--- src/rtl/ram_port_ctrl.sv ---
// ram_port_ctrl
//
// Bridges a blocking cache-side request port to a single memory port.
// Writes are acknowledged as soon as they enter a circular write buffer and
// are drained to memory in the background. A read waits until the buffer is
// empty and no drain transfer is outstanding, so a read never passes a
// buffered write.
//
// Ports
//   clk, reset                      clock, asynchronous active-high reset
//   ram_avalid/ram_wr/ram_addr/     cache request, held until ram_ack
//   ram_wdata
//   ram_ack, ram_rdata              one-cycle completion pulse, read data
//   fifo_full, fifo_empty           write-buffer occupancy flags
//   mem_req/mem_we/mem_addr/        memory request, held stable until
//   mem_wdata                       the mem_ready edge
//   mem_rdata, mem_ready            memory read data / transfer complete
//
// Front-end states
//   state   | meaning
//   --------+------------------------------------------------------------
//   IDLE    | waiting for a cache request
//   RD_WAIT | read pending; waiting for the write buffer to drain
//   RD_MEM  | read issued on the memory port; waiting for mem_ready
//   ACK     | ram_ack pulse for the completed request

module ram_port_ctrl #(
    parameter int ADDR_W = 16,
    parameter int DATA_W = 32,
    parameter int DEPTH  = 4
) (
    input  logic              clk,
    input  logic              reset,
    input  logic              ram_avalid,
    input  logic              ram_wr,
    input  logic [ADDR_W-1:0] ram_addr,
    input  logic [DATA_W-1:0] ram_wdata,
    output logic              ram_ack,
    output logic [DATA_W-1:0] ram_rdata,
    output logic              fifo_full,
    output logic              fifo_empty,
    output logic              mem_req,
    output logic              mem_we,
    output logic [ADDR_W-1:0] mem_addr,
    output logic [DATA_W-1:0] mem_wdata,
    input  logic [DATA_W-1:0] mem_rdata,
    input  logic              mem_ready
);

    localparam int PTR_W = (DEPTH > 1) ? $clog2(DEPTH) : 1;
    localparam int CNT_W = PTR_W + 1;
    localparam logic [CNT_W-1:0] FULL_CNT = CNT_W'(DEPTH);

    typedef enum logic [1:0] {
        IDLE    = 2'd0,
        RD_WAIT = 2'd1,
        RD_MEM  = 2'd2,
        ACK     = 2'd3
    } state_t;

    state_t            state;
    logic [ADDR_W-1:0] buf_addr [DEPTH];
    logic [DATA_W-1:0] buf_data [DEPTH];
    logic [PTR_W-1:0]  wr_ptr;
    logic [PTR_W-1:0]  rd_ptr;
    logic [CNT_W-1:0]  count;
    logic              push;
    logic              pop;

    // A full buffer refuses the write even if the head pops this same edge;
    // the cache simply retries on the next cycle.
    assign push = (state == IDLE) && ram_avalid && ram_wr && (count != FULL_CNT);
    assign pop  = mem_req && mem_we && mem_ready;

    assign fifo_full  = (count == FULL_CNT);
    assign fifo_empty = (count == '0);

    // Buffer storage carries no reset; only entries below count are ever read.
    always_ff @(posedge clk) begin
        if (push) begin
            buf_addr[wr_ptr] <= ram_addr;
            buf_data[wr_ptr] <= ram_wdata;
        end
    end

    always_ff @(posedge clk or posedge reset) begin
        if (reset) begin
            state     <= IDLE;
            wr_ptr    <= '0;
            rd_ptr    <= '0;
            count     <= '0;
            ram_ack   <= 1'b0;
            ram_rdata <= '0;
            mem_req   <= 1'b0;
            mem_we    <= 1'b0;
            mem_addr  <= '0;
            mem_wdata <= '0;
        end else begin
            ram_ack <= 1'b0;

            if (push) begin
                wr_ptr <= wr_ptr + PTR_W'(1);
            end
            if (pop) begin
                rd_ptr <= rd_ptr + PTR_W'(1);
            end
            case ({push, pop})
                2'b10:   count <= count + CNT_W'(1);
                2'b01:   count <= count - CNT_W'(1);
                default: count <= count;
            endcase

            // Memory port: a transfer stays up until mem_ready, then the port
            // idles for one cycle before the next head is issued. The head
            // entry stays in the buffer (and counted) until its drain completes.
            if (mem_req) begin
                if (mem_ready) begin
                    mem_req <= 1'b0;
                    mem_we  <= 1'b0;
                end
            end else if ((count != '0) && (state != RD_MEM)) begin
                mem_req   <= 1'b1;
                mem_we    <= 1'b1;
                mem_addr  <= buf_addr[rd_ptr];
                mem_wdata <= buf_data[rd_ptr];
            end

            // The read is only launched when count is zero and the port is
            // idle, so it never collides with the drain issue above.
            case (state)
                IDLE: begin
                    if (ram_avalid) begin
                        if (ram_wr) begin
                            if (push) begin
                                state   <= ACK;
                                ram_ack <= 1'b1;
                            end
                        end else begin
                            state <= RD_WAIT;
                        end
                    end
                end
                RD_WAIT: begin
                    if ((count == '0) && !mem_req) begin
                        state    <= RD_MEM;
                        mem_req  <= 1'b1;
                        mem_we   <= 1'b0;
                        mem_addr <= ram_addr;
                    end
                end
                RD_MEM: begin
                    if (mem_ready) begin
                        ram_rdata <= mem_rdata;
                        state     <= ACK;
                        ram_ack   <= 1'b1;
                    end
                end
                ACK: begin
                    state <= IDLE;
                end
                default: state <= IDLE;
            endcase
        end
    end

endmodule

--- config.mk ---
export PLATFORM = sky130hd
export DESIGN_NAME = ram_port_ctrl
export DESIGN_NICKNAME = d
export VERILOG_FILES = /design/src/rtl/ram_port_ctrl.sv
export SDC_FILE = /design/constraint.sdc
export NUM_CORES = 1
export LEC_CHECK = 0
export BUFFER_PORTS_ARGS = -buffer_cell sky130_fd_sc_hd__buf_2
export CORE_UTILIZATION = 50
export DETAILED_ROUTE_END_ITERATION = 10
export GPL_ROUTABILITY_DRIVEN = 0
export PLACE_DENSITY = 0.7
export SLEW_MARGIN = 20
export SYNTH_ARGS = -nofsm -noshare
export SYNTH_HDL_FRONTEND = slang
export SYNTH_SLANG_ARGS = --single-unit
--- constraint.sdc ---
create_clock -name clk -period 4.85 [get_ports clk]
set_clock_uncertainty 0.2 [all_clocks]
set_input_delay 1.455 -clock clk [delete_from_list [all_inputs] [get_ports clk]]
set_output_delay 1.455 -clock clk [all_outputs]
set_load 0.005 [all_outputs]
### Yosys cells after proc, flatten, opt, wreduce, memory -nomap -nowiden

Memory sizes are Yosys's and may differ from the RTL's. A register that Yosys moved wholly into a read port is not among the register bits.
Cells that the tools add are included.

* flip-flop bits (word level): 60
* RAM bits: 192
* bits of input ports: 85
* logic and storage cells: 70
* memories kept: 2

* add/subtract/negate cells: 4
* equality and inequality tests: 12
* mux-type cells: 27
* bitwise logic cells: 1
* reduce and logical (&&, ||, !) cells: 15

Memories
* buf_data: words 4, width 32, read ports 1, clocked after memory_dff 1, wr ports 1, RTL line 63 `logic [DATA_W-1:0] buf_data [DEPTH];`
* buf_addr: words 4, width 16, read ports 1, clocked after memory_dff 0, wr ports 1, RTL line 62 `logic [ADDR_W-1:0] buf_addr [DEPTH];`

Operators with widths (count)
* 2-to-1 mux 16 bit: 4
* 2-to-1 mux 1 bit: 15
* 2-to-1 mux 2 bit: 5
* inequality test 2 bit, second input constant: 4
* one-hot mux 2 bit (4 select lines): 1
* logical AND 1 bit: 7
* equality test 2 bit, second input constant: 3
* inequality test 3 bit, second input constant: 2
* one-hot mux 3 bit (2 select lines): 1
* adder 2 x 1 -> 2 bit, second input constant: 2
* equality test 2 x 1 -> 1 bit, second input constant: 2
* AND reduction 2 bit: 2
* AND reduction 4 bit: 1
* adder 3 x 1 -> 3 bit, second input constant: 1
* equality test 3 bit, second input constant: 1
* zero test 3 bit: 1
* nonzero test 3 bit: 1
* subtractor 3 x 1 -> 3 bit, second input constant: 1
* zero test 2 bit: 1
* one-hot mux 1 bit (2 select lines): 1
* nonzero test 2 bit: 1
* zero test 1 bit: 1
* NOT 1 bit: 1

### Longest topological paths before layout

Gate-level depths: netlist (run 1).

* depth after elaboration: 8
* gate-level depth with buffers: 11
* gate-level depth less buffers: 11

### Worst setup path after synthesis (run 1)

OpenSTA, ideal clock, no wires.

* path kind: input to register
* start: input ram_wr
* end: memory buf_addr[0][0], enable pin
* setup time: 0.410 ns
* arrival time: 3.040 ns
* required time: 4.240 ns
* setup slack: 1.199 ns
* stages on the path: 3
* path through: nand2_1 > nor3b_2 > and2_1

* word-level cells in the longest chain between the ends: 4

RTL lines
* from (decl): RTL line 35 `input logic ram_wr,`
* logical AND 1 bit (2 in a row): RTL line 72 `assign push = (state == IDLE) && ram_avalid && ram_wr && (count != FULL_CNT);`
* 2-to-1 mux 1 bit: RTL line 80 `if (push) begin`
* 2-to-1 mux 1 bit (implied by the code): RTL line 81 `buf_addr[wr_ptr] <= ram_addr;`
* to (decl): RTL line 62

Every way passes these cells.

### Final worst setup path (run 1)

* start: register count[1]
* end: output fifo_full

* word-level cells in the longest chain between the ends: 1

RTL lines
* from (decl): RTL line 66 `logic [CNT_W-1:0] count;`
* from (signal assigned): RTL line 108 `2'b10: count <= count + CNT_W'(1);`
* from (signal assigned): RTL line 109 `2'b01: count <= count - CNT_W'(1);`
* from (signal assigned): RTL line 110 `default: count <= count;`
* equality test 3 bit: RTL line 75 `assign fifo_full = (count == FULL_CNT);`
* to (decl): RTL line 40 `output logic fifo_full,`

Every way passes these cells.

==> reports/summary.log, run 1 <==
INFO  outcome        run_status=completed
INFO  worst_setup_path critical_path.max_stage_delay=440ps
INFO  synth          yosys.area.top_type_share=52.2%
INFO  cts            root_buffer=sky130_fd_sc_hd__clkbuf_16
INFO  layout         most_frequent_cells_in_the_layout=192 x sky130_fd_sc_hd__edfxtp_1, 169 x sky130_fd_sc_hd__buf_2, 90 x sky130_fd_sc_hd__dfrtp_1
INFO  worst_setup_path delay_heaviest_family_cp=flip-flops
INFO  layout         drive_gt1_share=46.1%
INFO  worst_setup_path endpoint_kind=primary output
INFO  worst_setup_path crit_path_cell_trace=or3b_1, inv_1, buf_2
INFO  synth          synth.cell_area=0.0111mm2
INFO  cts            path_clk_slew=60ps
INFO  worst_setup_path depth_of_the_worst_register_to_register_path=5
INFO  detailed_routing via_per_inst=5.45
INFO  min_path       hold_class=reg -> reg
INFO  detailed_routing firstDrtPassIters=5
INFO  pwr            peakVddDrop=0.286mV
INFO  worst_setup_path rr_startpoint=state[0]
INFO  detailed_routing route.detailed.drc=0
INFO  cts            htree_num_levels=1
INFO  sta            slew_violations=0
INFO  global_route   grt_overflow_total=0
INFO  layout         layout.nets=791
INFO  pwr            power_density=601mW/mm2
INFO  worst_setup_path crit_path_start_kind=register
INFO  die            fp.coreArea=0.0218mm2
INFO  min_path       hold_depth=1
INFO  sta            tns=0ps
INFO  global_route   first_global_vias=5644
INFO  cts            clockBufferDepth=3
INFO  cts            tritoncts=built
INFO  layout         final_common_cell=sky130_fd_sc_hd__edfxtp_1
INFO  synth          yosysWarningCount=0
INFO  die            start_util=50.8%
INFO  sta            period_share=67.1%
INFO  sta            final_hold_violation_count=0
INFO  detailed_routing drt.antenna.violating_nets=0
INFO  detailed_routing routed-via-count=5439
INFO  synth          synth.top_cells.by_area=sky130_fd_sc_hd__edfxtp_1 52%, sky130_fd_sc_hd__dfrtp_1 21%, sky130_fd_sc_hd__mux4_1 7.1%
INFO  detailed_routing routed_wirelength=20700um
INFO  min_path       hold_path.startpoint=ram_rdata[14]
INFO  synth          synthCells=513
INFO  synth          synth-seq-cells=284
INFO  layout         num_antenna_cells=0
INFO  die            die_w=151um
INFO  place          place.detailed.hpwl=12900um
INFO  worst_setup_path register_to_register_setup_slack=2050ps
INFO  worst_setup_path critical_path_class=reg -> out
INFO  sta            setup-violations-final=0
INFO  global_route   grt_first_pass_wirelength=31100um
INFO  synth          async_reset_ff_share=32.4%
INFO  sta            maxClockFrequency=307MHz
INFO  cts            postCtsHoldBufs=0
INFO  cts            cts_made_buffers=28
INFO  synth          synth_enable_flop_cells=192
INFO  synth          synth_cell_type_count=39
INFO  die            std_cell_rows=54
INFO  worst_setup_path critical_path_peak_fanout=6
INFO  place          placement.io_buffers=169
INFO  sta            timing_worst_slew_pin_value=974ps
INFO  cts            cts_post_setup_buffers_inserted=0
INFO  die            dieArea=0.0227mm2
INFO  synth          dominantRegCellSynth=sky130_fd_sc_hd__edfxtp_1
INFO  worst_setup_path arrival=1600ps
INFO  run            cap_violations=0
INFO  global_route   grt.total_usage=18.3%
INFO  worst_setup_path critical_path_buf_inv_count=2
INFO  worst_setup_path crit_path_start=count[1]
INFO  die            die_y=151um
INFO  detailed_routing drt-initial-drc-count=348
INFO  die            pin_count=170
INFO  synth          netlist.top_cell.by_area=sky130_fd_sc_hd__edfxtp_1
INFO  min_path       hold-path-endpoint=ram_rdata[14]
INFO  global_route   largest_net_degree_at_the_start_of_global_routing=76
INFO  sta            maxSlewHeadroom=33.8%
INFO  worst_setup_path critical_path.slowest_cell=sky130_fd_sc_hd__dfrtp_1
INFO  synth          synth_net_count=608
INFO  global_route   antenna_violations_before_repair=1
INFO  layout         synthToLayoutAreaGrowth=17.7%
INFO  synth          synth-seq-area-share=73.0%
INFO  sta            finalWorstPathRequiredPeriod=3250ps
INFO  detailed_routing route.detailed.wl_per_inst=20.8um
INFO  worst_setup_path critical_path_required=3190ps
INFO  cts            cts_repair_resized_insts=0
INFO  sta            rsz_0062_raised_after_global_routing=false
INFO  pwr            cellLeakagePower=5.10nW
INFO  pwr            finalPower=7.81mW
INFO  synth          syn_area_per_cell=21.5um2
INFO  cts            numClockSinks=284
INFO  cts            worst_skew_pair_latency=530ps
INFO  worst_setup_path regToRegEndpoint=mem_wdata[30]
## how the worst max path moves through the flow
stage                           end  depth (start not counted)
floorplan                  count[0]                          1
global placement    buf_data[2][13]                          5
detailed placement  buf_data[1][17]                          5
CTS                       fifo_full                          3
global route              fifo_full                          3
finish                    fifo_full                          3
## synthesized netlist by cell type, types with 2 or more instances
master	count
sky130_fd_sc_hd__edfxtp_1	192
sky130_fd_sc_hd__dfrtp_1	92
sky130_fd_sc_hd__mux2_2	35
sky130_fd_sc_hd__mux2_4	30
sky130_fd_sc_hd__mux4_1	30
sky130_fd_sc_hd__mux4_2	18
sky130_fd_sc_hd__or3_1	16
sky130_fd_sc_hd__o221a_2	14
sky130_fd_sc_hd__inv_1	11
sky130_fd_sc_hd__ha_1	9
sky130_fd_sc_hd__buf_1	7
sky130_fd_sc_hd__buf_6	7
sky130_fd_sc_hd__nand2_1	5
sky130_fd_sc_hd__and2_1	4
sky130_fd_sc_hd__buf_2	4
sky130_fd_sc_hd__buf_12	3
sky130_fd_sc_hd__mux2i_1	3
sky130_fd_sc_hd__nand2b_1	3
sky130_fd_sc_hd__xnor2_1	3
sky130_fd_sc_hd__xor2_1	3
sky130_fd_sc_hd__clkbuf_1	2
sky130_fd_sc_hd__nor2_1	2
sky130_fd_sc_hd__o21ai_0	2
sky130_fd_sc_hd__o221a_1	2
sky130_fd_sc_hd__or2_1	2
## layout make-up
cell class,instances,area (um2)
fillers,1542,8740
flip-flops and latches,284,8080
multi-input cells,194,2740
repair buffers,177,918
clock buffers,36,762
well taps,280,350
clock inverters,16,118
inverters,11,43.8
## power breakdown
group	total (mW)	switching [mW]	internal, mW
sequential	3.53	0.433	3.09
combinational	2.24	0.887	1.35
clock	2.05	0.879	1.17
## logic make-up (layout without fill, tap and decap cells)
| logic type | Yosys count | count (layout) | synth area share [%] |
|---|---|---|---|
| AOI/OAI and AO/OA | 22 | 22 | 2.03 |
| xor gates and xnor gates | 6 | 6 | 0.476 |
| adders and majority gates | 10 | 10 | 1.20 |
| buffers and inverters | 35 | 240 | 2.25 |
| DFF | 284 | 284 | 73.0 |
| muxes | 117 | 117 | 18.8 |
| and+or+nand+nor | 39 | 39 | 2.20 |
## per-stage QoR
stage | std cells | cell area, um2 | hold WS, ps | setup slack, ps | utilization (%)
2_1_floorplan | 513 | 11100 | 304 | 803 | -
3_3_place_gp | 946 | 12100 | 282 | 1450 | 55.7
3_5_place_dp | 946 | 12100 | 288 | 1350 | 55.7
4_1_cts | 998 | 13000 | 303 | 1570 | 59.8
5_1_grt | 998 | 13000 | 318 | 1500 | 59.8
6_report | 998 | 13000 | 300 | 1600 | 59.8
## worst register-to-register path: cells and delay by family (launching register included)
kind	cells	cell delay (ps)
and+or+nand+nor	2	1280
muxes	1	430
DFF	1	380
adders and majority gates	1	270
buffers and inverters	1	130
## metal layers
| layer | vias to the layer above | global-route usage [%] | routed length [um] |
|---|---|---|---|
| li1 | 2435 | - | - |
| met1 | 2792 | 24.1 | 8650 |
| met2 | 189 | 31.7 | 10400 |
| met3 | 21 | 2.97 | 1390 |
| met4 | 2 | 4.60 | 223 |
| met5 | - | 0 | 8 |
## flip-flops by register name (all words and copies together), names as in the netlist
name       cells
ram_rdata     32
mem_req        1
mem_addr      16
buf_addr      64
mem_wdata     32
ram_ack        1
count          3
rd_ptr         2
buf_data     128
wr_ptr         2
mem_we         1
state          2
Power figures use the tool's default switching activity.
==> run 2: changes to the inputs <==
--- a/config.mk
+++ b/config.mk
@@ -9,7 +9,7 @@
 export CORE_UTILIZATION = 50
 export DETAILED_ROUTE_END_ITERATION = 10
 export GPL_ROUTABILITY_DRIVEN = 0
-export PLACE_DENSITY = 0.7
+export PLACE_DENSITY = 0.72
 export SLEW_MARGIN = 20
 export SYNTH_ARGS = -nofsm -noshare
 export SYNTH_HDL_FRONTEND = slang
==> constraint.sdc (replaced) <==
create_clock -name clk -period 2.66 [get_ports clk]
set_clock_uncertainty 0.2 [all_clocks]
set_input_delay 0.798 -clock clk [delete_from_list [all_inputs] [get_ports clk]]
set_output_delay 0.798 -clock clk [all_outputs]
set_load 0.005 [all_outputs]
==> run 2 against run 1 <==
  * Via count rose by 1.8%
  * Worst setup slack worse by 1500 ps
  * Sequential power up 76%
  * Global-route usage increased by 0.21 points
  * Non-clock buffer count is 15 higher
  * Count of clock-buffer cells in the layout is 6 lower
  * Utilization is 1.7 points higher
  * Routed wire length fell by 1.1%
  * Critical path type unchanged
  * Largest cell class unchanged
==> reports/summary.log, run 2 (synthesized netlist as in run 1, its figures left out) <==
INFO  detailed_routing routed_wirelength=20500um [was 20700 um]
INFO  sta            finalWorstPathRequiredPeriod=2590ps
INFO  global_route   largest_net_degree_at_the_start_of_global_routing=48 [was 76]
INFO  pwr            cellLeakagePower=5.25nW [was 5.10 nW]
INFO  detailed_routing drt.antenna.violating_nets=0 [unchanged]
INFO  worst_setup_path critical_path.slowest_cell=sky130_fd_sc_hd__dfrtp_2 [was sky130_fd_sc_hd__dfrtp_1]
INFO  cts            tritoncts=built [unchanged]
INFO  worst_setup_path register_to_register_setup_slack=210ps [was 2050 ps]
INFO  worst_setup_path critical_path_buf_inv_count=2 [unchanged]
INFO  detailed_routing firstDrtPassIters=4 [was 5]
INFO  pwr            power_density=1120mW/mm2 [was 601 mW/mm2]
INFO  global_route   grt_overflow_total=0 [unchanged]
INFO  global_route   grt.total_usage=18.5% [was 18.3%]
INFO  die            die_y=151um [unchanged]
INFO  layout         layout.nets=807 [was 791]
INFO  global_route   first_global_vias=5742 [was 5644]
INFO  layout         top_regs=buf_data (128), buf_addr (64) [unchanged]
INFO  die            std_cell_rows=54 [unchanged]
INFO  die            fp.coreArea=0.0218mm2 [unchanged]
INFO  global_route   grt_first_pass_wirelength=31600um [was 31100 um]
INFO  detailed_routing route.detailed.wl_per_inst=20.2um [was 20.8 um]
INFO  place          placement.io_buffers=169 [unchanged]
INFO  sta            maxClockFrequency=386MHz
INFO  worst_setup_path crit_path_start_kind=register [unchanged]
INFO  layout         drive_gt1_share=48.7% [was 46.1%]
INFO  worst_setup_path crit_path_cell_trace=or3b_1, inv_1, buf_2 [unchanged]
INFO  cts            worst_skew_pair_latency=530ps [about the same]
INFO  sta            final_hold_violation_count=0 [unchanged]
INFO  cts            clockBufferDepth=3 [unchanged]
INFO  detailed_routing drt-initial-drc-count=278 [was 348]
INFO  cts            path_clk_slew=60ps [about the same]
INFO  die            dieArea=0.0227mm2 [unchanged]
INFO  min_path       hold_class=in -> async [was reg -> reg]
INFO  sta            slew_violations=0 [unchanged]
INFO  worst_setup_path critical_path_required=1660ps [was 3190 ps]
INFO  worst_setup_path arrival=1590ps [was 1600 ps]
INFO  cts            numClockSinks=284 [unchanged]
INFO  worst_setup_path critical_path_peak_fanout=5 [was 6]
INFO  layout         final_common_cell=sky130_fd_sc_hd__edfxtp_1 [unchanged]
INFO  layout         multi_input_area=0.00275mm2 [was 0.00274 mm2]
INFO  place          place.detailed.hpwl=13400um [was 12900 um]
INFO  global_route   antenna_violations_before_repair=1 [unchanged]
INFO  pwr            finalPower=14.9mW [was 7.81 mW]
INFO  worst_setup_path critical_path_class=reg -> out [unchanged]
INFO  detailed_routing route.detailed.drc=0 [unchanged]
INFO  run            cap_violations=0 [unchanged]
INFO  worst_setup_path endpoint_kind=primary output [unchanged]
INFO  worst_setup_path critical_path.max_stage_delay=450ps [was 440 ps]
INFO  sta            rsz_0062_raised_after_global_routing=false [unchanged]
INFO  cts            cts_made_buffers=29 [was 28]
INFO  layout         most_frequent_cells_in_the_layout=192 x sky130_fd_sc_hd__edfxtp_1, 169 x sky130_fd_sc_hd__buf_2, 87 x sky130_fd_sc_hd__dfrtp_1 [was 192 x sky130_fd_sc_hd__edfxtp_1, 169 x sky130_fd_sc_hd__buf_2, 90 x sky130_fd_sc_hd__dfrtp_1]
INFO  sta            period_share=97.4%
INFO  pwr            peakVddDrop=0.613mV [was 0.286 mV]
INFO  sta            maxSlewHeadroom=53.4% [was 33.8%]
INFO  worst_setup_path delay_heaviest_family_cp=flip-flops [unchanged]
INFO  detailed_routing via_per_inst=5.45 [about the same]
INFO  sta            setup-violations-final=0 [unchanged]
INFO  die            die_w=151um [unchanged]
INFO  sta            timing_worst_slew_pin_value=699ps [was 974 ps]
INFO  cts            root_buffer=sky130_fd_sc_hd__clkbuf_16 [unchanged]
INFO  die            pin_count=170 [unchanged]
INFO  sta            tns=0ps [unchanged]
INFO  cts            htree_num_levels=1 [unchanged]
INFO  layout         layout.filler_cells=1543 [was 1542]
INFO  outcome        run_status=completed [unchanged]
INFO  die            start_util=50.8% [unchanged]
INFO  layout         largest_register_ff_count=128 [unchanged]
INFO  layout         seq_area=0.00808mm2 [about the same]
INFO  detailed_routing routed-via-count=5536 [was 5439]
INFO  layout         top_register=buf_data [unchanged]
INFO  layout         synthToLayoutAreaGrowth=21.0% [was 17.7%]
[run 2: per-stage QoR]
step	instance area [um2]	hold WS [ps]	util, %	worst slack [ps]	instances
2_1_floorplan	11100	304	-	171	513
3_3_place_gp	12300	281	56.7	216	960
3_5_place_dp	12300	288	56.7	131	960
4_1_cts	13400	239	61.4	20.7	1014
5_1_grt	13400	264	61.5	1.00	1015
6_report	13400	239	61.5	69.3	1016
[run 2: final cells by class]
| cell class | instances | share of cell area (%) |
|---|---|---|
| Clock inverter | 24 | 2.13 |
| Sequential cell | 284 | 60.4 |
| Inverter | 11 | 0.337 |
| Timing Repair Buffer | 192 | 8.46 |
| Tap cell | 280 | 2.62 |
| Clock buffer | 30 | 5.53 |
| Antenna cell | 1 | 0.0187 |
| Multi-Input combinational cell | 194 | 20.5 |
[run 2: layer usage]
layer / up-vias / track usage (%) / wire (um) / share of wire [%]
met1: 2858 / 24.3 / 8490 / 41
met3: 19 / 2.85 / 1260 / 6.1
met2: 185 / 32.4 / 10500 / 51
li1: 2474 / - / - / -
met5: - / 0 / 0 / 0
met4: 0 / 4.55 / 278 / 1.4
[run 2: worst register-to-register path, cell delays in order, from the launching register on]
cell and delay, ps:
sky130_fd_sc_hd__dfrtp_2 450, sky130_fd_sc_hd__or3b_1 400, sky130_fd_sc_hd__inv_1 90, sky130_fd_sc_hd__nor3b_2 60, sky130_fd_sc_hd__inv_1 90, sky130_fd_sc_hd__ha_1 210, sky130_fd_sc_hd__inv_1 70, sky130_fd_sc_hd__fa_1 380
sky130_fd_sc_hd__xor2_1 160, sky130_fd_sc_hd__nor2_1 110, sky130_fd_sc_hd__xor2_1 160
[run 2: worst paths after layout]
| path | startpoint | endpoint | depth (start not counted) |
|---|---|---|---|
| worst min-delay path | reset | ram_rdata[10] | 3 |
| worst max register to register | count[1] | count[2] | 10 |
| max in group asynchronous | reset | rd_ptr[0] | 3 |
| worst min register to register | ram_rdata[21] | ram_rdata[21] | 1 |
| min in group clk | ram_wdata[15] | buf_data[3][15] | 1 |
| worst max-delay path | count[1] | fifo_full | 3 |
[run 2: power by group]
group	internal [mW]	switching (mW)
Sequential	5.65	0.579
Clock	2.53	1.68
Combinational	2.62	1.87
[run 2: repair_timing]
item	CTS	global route
resized for setup	1	3
pin swaps	0	0
endpoints found under the setup margin	1	1
buffers inserted	0	1
hold buffers	0	0
